==> config.mk <==
export PLATFORM = sky130hd
export DESIGN_NAME = memory
export DESIGN_NICKNAME = d
export VERILOG_FILES = /design/src/rtl/memory.sv
export SDC_FILE = /design/constraint.sdc
export NUM_CORES = 1
export LEC_CHECK = 0
export BUFFER_PORTS_ARGS = -buffer_cell sky130_fd_sc_hd__buf_2
export CAP_MARGIN = 10
export CORE_AREA = 3 3 163 165
export CTS_CLUSTER_SIZE = 20
export DETAILED_ROUTE_END_ITERATION = 10
export DIE_AREA = 0 0 166 168
export GPL_TIMING_DRIVEN = 0
export PLACE_DENSITY_LB_ADDON = 0.1
export SYNTH_ARGS = -nofsm -noshare
export SYNTH_HDL_FRONTEND = slang
export SYNTH_SLANG_ARGS = --single-unit
export TNS_END_PERCENT = 50
==> constraint.sdc <==
create_clock -name clk -period 3.2 [get_ports clk]
set_input_delay 0.16 -clock clk [delete_from_list [all_inputs] [get_ports clk]]
set_output_delay 0.16 -clock clk [all_outputs]
set_load 0.005 [all_outputs]
==> src/rtl/memory.sv <==
// memory -- memory-access pipeline stage.
//
// Sits directly downstream of the execute stage. Non-memory instructions are
// registered through to writeback with one cycle of latency. Loads and stores
// are issued as RV64 doubleword transactions on a valid / addr_ok / data_ok
// data bus, and upstream is stalled while a transaction is outstanding.
//
// Ports:
//   clk       in   clock
//   reset     in   synchronous, active-high reset
//   dataE     in   execute result, store data and control
//   valid_e   in   dataE holds a live instruction this cycle
//   dreq      out  data-bus request (valid, addr, size, strobe, data)
//   dresp     in   data-bus response (addr_ok, data_ok, data)
//   dataM     out  registered result / regwrite / dst for writeback
//   valid_m   out  dataM is live (registered)
//   stall     out  upstream must hold dataE this cycle (combinational)
//   misalign  out  one-cycle pulse on a misaligned access (registered)

package memory_pkg;

    typedef struct packed {
        logic       memread;
        logic       memwrite;
        logic       regwrite;
        logic [4:0] dst;
        logic       jump;
    } execute_ctl_t;

    typedef struct packed {
        logic [63:0]  result;
        logic [63:0]  memdata;
        execute_ctl_t ctl;
    } execute_data_t;

    typedef struct packed {
        logic        valid;
        logic [63:0] addr;
        logic [2:0]  size;
        logic [7:0]  strobe;
        logic [63:0] data;
    } dbus_req_t;

    typedef struct packed {
        logic        addr_ok;
        logic        data_ok;
        logic [63:0] data;
    } dbus_resp_t;

    typedef struct packed {
        logic       regwrite;
        logic [4:0] dst;
    } memory_ctl_t;

    typedef struct packed {
        logic [63:0] result;
        memory_ctl_t ctl;
    } memory_data_t;

endpackage

module memory
    import memory_pkg::*;
#(
    parameter bit ALIGN_CHECK = 1'b1
) (
    input  logic          clk,
    input  logic          reset,
    input  execute_data_t dataE,
    input  logic          valid_e,
    output dbus_req_t     dreq,
    input  dbus_resp_t    dresp,
    output memory_data_t  dataM,
    output logic          valid_m,
    output logic          stall,
    output logic          misalign
);

    typedef enum logic [1:0] {
        IDLE = 2'b00,
        ADDR = 2'b01,
        DATA = 2'b10
    } state_t;

    state_t       state_r;
    state_t       state_next_s;

    logic [63:0]  hold_addr_r;
    logic [63:0]  hold_wdata_r;
    logic [7:0]   hold_strobe_r;
    logic         hold_write_r;
    logic         hold_regwrite_r;
    logic [4:0]   hold_dst_r;
    logic         dreq_valid_r;

    memory_data_t data_m_r;
    memory_data_t data_m_next_s;
    logic         valid_m_r;
    logic         valid_m_next_s;
    logic         misalign_r;
    logic         misalign_next_s;

    logic         is_mem_s;
    logic         misalign_hit_s;
    logic         accept_s;
    logic         complete_s;
    logic         stall_s;
    logic         unused_s;

    function automatic logic dword_misaligned(input logic [63:0] addr);
        return (addr[2:0] != 3'b000);
    endfunction

    // Classify the incoming instruction and detect the completing bus cycle.
    always_comb begin
        is_mem_s       = valid_e & (dataE.ctl.memread | dataE.ctl.memwrite);
        misalign_hit_s = is_mem_s & ALIGN_CHECK & dword_misaligned(dataE.result);
        accept_s       = (state_r == IDLE) & is_mem_s & ~misalign_hit_s;
        // data_ok finishes the access from ADDR as well: the bus never
        // returns data for an address it has not taken.
        complete_s     = (state_r != IDLE) & dresp.data_ok;
    end

    // State register.
    always_ff @(posedge clk) begin
        if (reset) begin
            state_r <= IDLE;
        end else begin
            state_r <= state_next_s;
        end
    end

    // Next-state logic.
    always_comb begin
        state_next_s = state_r;
        case (state_r)
            IDLE: begin
                if (accept_s) begin
                    state_next_s = ADDR;
                end else begin
                    state_next_s = IDLE;
                end
            end
            ADDR: begin
                if (dresp.data_ok) begin
                    state_next_s = IDLE;
                end else if (dresp.addr_ok) begin
                    state_next_s = DATA;
                end else begin
                    state_next_s = ADDR;
                end
            end
            DATA: begin
                if (dresp.data_ok) begin
                    state_next_s = IDLE;
                end else begin
                    state_next_s = DATA;
                end
            end
            default: state_next_s = IDLE;
        endcase
    end

    // Output logic: stall and the next values of the writeback registers.
    always_comb begin
        stall_s         = 1'b0;
        valid_m_next_s  = 1'b0;
        misalign_next_s = 1'b0;
        data_m_next_s   = data_m_r;
        case (state_r)
            IDLE: begin
                if (accept_s) begin
                    stall_s = 1'b1;
                end else if (misalign_hit_s) begin
                    valid_m_next_s             = 1'b1;
                    misalign_next_s            = 1'b1;
                    data_m_next_s.result       = dataE.result;
                    data_m_next_s.ctl.regwrite = 1'b0;
                    data_m_next_s.ctl.dst      = dataE.ctl.dst;
                end else if (valid_e) begin
                    valid_m_next_s             = 1'b1;
                    data_m_next_s.result       = dataE.result;
                    data_m_next_s.ctl.regwrite = dataE.ctl.regwrite;
                    data_m_next_s.ctl.dst      = dataE.ctl.dst;
                end else begin
                    valid_m_next_s = 1'b0;
                end
            end
            ADDR, DATA: begin
                if (complete_s) begin
                    valid_m_next_s             = 1'b1;
                    data_m_next_s.result       = hold_write_r ? hold_addr_r : dresp.data;
                    data_m_next_s.ctl.regwrite = hold_regwrite_r;
                    data_m_next_s.ctl.dst      = hold_dst_r;
                end else begin
                    stall_s = 1'b1;
                end
            end
            default: stall_s = 1'b0;
        endcase
    end

    // Hold registers, bus-request valid and writeback output registers.
    always_ff @(posedge clk) begin
        if (reset) begin
            hold_addr_r     <= 64'h0;
            hold_wdata_r    <= 64'h0;
            hold_strobe_r   <= 8'h00;
            hold_write_r    <= 1'b0;
            hold_regwrite_r <= 1'b0;
            hold_dst_r      <= 5'd0;
            dreq_valid_r    <= 1'b0;
            data_m_r        <= '0;
            valid_m_r       <= 1'b0;
            misalign_r      <= 1'b0;
        end else begin
            if (accept_s) begin
                hold_addr_r     <= dataE.result;
                hold_wdata_r    <= dataE.memdata;
                hold_strobe_r   <= dataE.ctl.memwrite ? 8'hFF : 8'h00;
                hold_write_r    <= dataE.ctl.memwrite;
                hold_regwrite_r <= dataE.ctl.regwrite;
                hold_dst_r      <= dataE.ctl.dst;
                dreq_valid_r    <= 1'b1;
            end else if (complete_s) begin
                dreq_valid_r    <= 1'b0;
            end else begin
                dreq_valid_r    <= dreq_valid_r;
            end
            data_m_r   <= data_m_next_s;
            valid_m_r  <= valid_m_next_s;
            misalign_r <= misalign_next_s;
        end
    end

    // Drive the bus request straight from the hold registers so every field
    // stays stable for the whole transaction.
    always_comb begin
        dreq.valid  = dreq_valid_r;
        dreq.addr   = hold_addr_r;
        dreq.size   = 3'b011;
        dreq.strobe = hold_strobe_r;
        dreq.data   = hold_wdata_r;
    end

    assign dataM    = data_m_r;
    assign valid_m  = valid_m_r;
    assign misalign = misalign_r;
    assign stall    = stall_s;
    // Jumps are resolved upstream; the bit is deliberately not consumed here.
    assign unused_s = dataE.ctl.jump;

endmodule

==> run_results.csv <==
group,metric,value,unit
outcome,status,"complete, no violations",
sta,final_hold_viol_count,0,
sta,drv_slew,0,
logic_synthesis,synth_top_area_share,0.472,
sta,post-route-period-util,0.862,
floorplan,die-width,166,µm
finish,drive_above_1_share,0.303,
power,p_leak,0.00577,µW
sta,finalSetupTns,0,ns
logic_synthesis,yosysSeqAreaShare,0.472,
floorplan,floorplan.initialDensity,0.353,
drt,wire_per_inst,18.2,µm
drt,viasPerCell,5.01,
worst_setup_path,critPathLaunchType,"flop",
placed_design,routabilityCongestion,0.840,
clocking,clk_pin_slew,0.06,ns
worst_setup_path,max_stage_delay,0.65,ns
sta,timing.fmax,0.363,GHz
logic_synthesis,synth_edf_count,0,
worst_setup_path,cp_common_cell,"inv_1",
finish,final_nets,1883,
clocking,cts_tree,"done",
clocking,insertion_delay,0.51,ns
drt,totalWireLength,36.9,mm
logic_synthesis,synthTopCellsByCount,"nand2_1, dfxtp_1, a21oi_1",
power,powerDensity,482,nW/µm²
clocking,ctsHtreeMaxLevel,1,
finish,areaGrowthSynthToFinish,53.1,%
floorplan,fp.dieArea,27900,µm²
logic_synthesis,yosysUniqueCellTypes,27,
sta,skew,0.00828,ns
worst_setup_path,worstPathArrival,3.19,ns
drt,dr.pass1.iters,5,
sta,slew_headroom,0.468,
global_route,grt_pass1_wl,56.8,mm
sta,fin_ws,0.442,ns
power,finalPower,6570,µW
clocking,cts.path.max_buffers,3,
power,ir_drop,0.477,mV
logic_synthesis,netlist_area,8900,µm²
worst_setup_path,crit_path_end_kind,"flop",
drt,drt_iter0_markers,453,
sta,worst_pin_slew,0.797,ns
worst_setup_path,crit_path_top_delay_cell,"ha_1",
worst_setup_path,crit_required,3.63,ns
global_route,grt_max_degree,14,
floorplan,die_y,168,µm
sta,period_needed,2.76,ns
placed_design,dp_hpwl,26.8,mm
floorplan,coreArea,25200,µm²
worst_setup_path,critPathMaxFanout,12,
floorplan,num_rows,58,
hold_path,hold_path_class,"in2reg",
sta,rsz0062_at_grt,"no",
worst_setup_path,path_cells,"inv_1 > ha_1 > inv_1 > nor2_2 > clkbuf_1 > o221ai_1 > a21oi_1",
floorplan,ios,419,
placed_design,io_buffers,413,
finish,n_fill_cell,2439,
drt,final_antenna_net_count,0,
global_route,grt_usage,0.250,
logic_synthesis,yosys-top-cells-area,"dfxtp_1, nand2_1, a21oi_1",
clocking,clock-root-buffer,"clkbuf_16",
worst_setup_path,worstSetupPathType,"reg2reg",
global_route,overflow,0,
logic_synthesis,synth_cells,1099,
run,cap_violations,0,
logic_synthesis,yosysMostFrequentCell,"nand2_1",
drt,drc,0,
logic_synthesis,yosys_warnings,0,
logic_synthesis,avgSynthCellArea,8.10,µm²
placed_design,dp_slack,0.373,ns
sta,holdWs,0.0338,ns
global_route,antenna_found_initial,7,
drt,vias,10200,
logic_synthesis,async_reset_ff_frac,0,
logic_synthesis,yosys.area.top_type,"dfxtp_1",
global_route,grt_pass1_vias,10100,
clocking,cts_setup_buffers,0,
logic_synthesis,synth_ff_type,"dfxtp_1",
clocking,clock_sinks,210,
logic_synthesis,yosys_register_bits,210,
clocking,cts_buffers,25,
sta,setup_violations,0,
where the power goes:
part	internal, µW	total (µW)	switching [µW]	leakage (µW)
clock network	1910	3030	1120	0.000442
logic	389	776	387	0.00361
registers	2710	2760	51.3	0.00171
through the flow:
| step | util | std cells | cell area (µm²) |
|---|---|---|---|
| after detailed placement | 0.452 | 1843 | 11400 |
| after floorplan | - | 1100 | 8900 |
| final | 0.541 | 2026 | 13600 |
| after CTS | 0.541 | 2022 | 13600 |
| after global placement | 0.452 | 1843 | 11400 |
| after global routing | 0.541 | 2026 | 13600 |
placed cells by master, fill, tap and decap left out, types with 5 or more instances in the layout:
cell	instances
buf_2	442
nand2_1	333
dfxtp_1	210
a21oi_1	201
dlygate4sd3_1	135
mux2i_1	69
nand3_1	66
o221ai_1	64
clkbuf_1	62
clkbuf_16	25
buf_4	17
nor3_1	10
buf_6	7
clkbuf_8	7
diode_2	5
a211oi_1	5
clkinv_2	5
registers in the layout, indices dropped and copies added (netlist names):
signal,count
dataM,70
dreq_valid_r,1
hold_addr_r,64
hold_dst_r,5
hold_regwrite_r,1
hold_strobe_r,1
hold_wdata_r,64
misalign,1
state_r,2
valid_m,1
timing repair:
action | 4_1_cts | 5_1_grt
hold buffers | 135 | 0
resized for setup | 0 | 1
hold endpoints to repair | 137 | 0
endpoints found under the setup margin | 1 | 2
layout make-up:
cell class,count,area [µm²],share of cell area
antenna,5,12.5,0.000918
multi-input combinational,772,4110,0.301
inverter,3,11.3,0.000826
clock inverter,10,154,0.0113
buffer,113,577,0.0423
timing repair buffer,548,3420,0.251
sequential,210,4200,0.308
tap,330,413,0.0303
clock buffer,35,733,0.0538
worst paths after layout:
kind	start	cells after the start	slack, ns	endpoint
hold / removal	dataE[8]	3	0.03	misalign$_SDFF_PP0_
hold reg to reg	hold_wdata_r[6]$_SDFFE_PP0P_	2	0.45	hold_wdata_r[6]$_SDFFE_PP0P_
setup / recovery	state_r[0]$_SDFF_PP0_	7	0.44	dataM[12]$_SDFFE_PP0P_
setup reg to reg	state_r[0]$_SDFF_PP0_	7	0.44	dataM[12]$_SDFFE_PP0P_
critical path: cells and delay by family (launching register included):
kind / cells / cell delay [ns]
compound gates: 2 / 0.43
simple gates: 1 / 0.39
flops: 1 / 0.37
fa+ha+maj: 1 / 0.65
buf+inv: 3 / 0.84
kinds of logic (layout without fill, tap and decap cells):
family | after synthesis | count (layout) | synth area share
buffers and inverters | 118 | 709 | 0.0669
and+or+nand+nor | 423 | 423 | 0.193
AOI/OAI and AO/OA | 273 | 273 | 0.184
DFF | 210 | 210 | 0.472
other | 2 | 8 | 0.000844
muxes | 69 | 69 | 0.0776
adders and majority gates | 4 | 4 | 0.00562
layer usage:
metal,track usage,part of all wire,vias to the layer above
li1,-,-,4948
met1,0.299,0.41,4751
met2,0.450,0.49,396
met3,0.0556,0.070,58
met4,0.0752,0.028,2
met5,0,0.00035,-
Note: power is estimated with default switching activity, not from simulation.
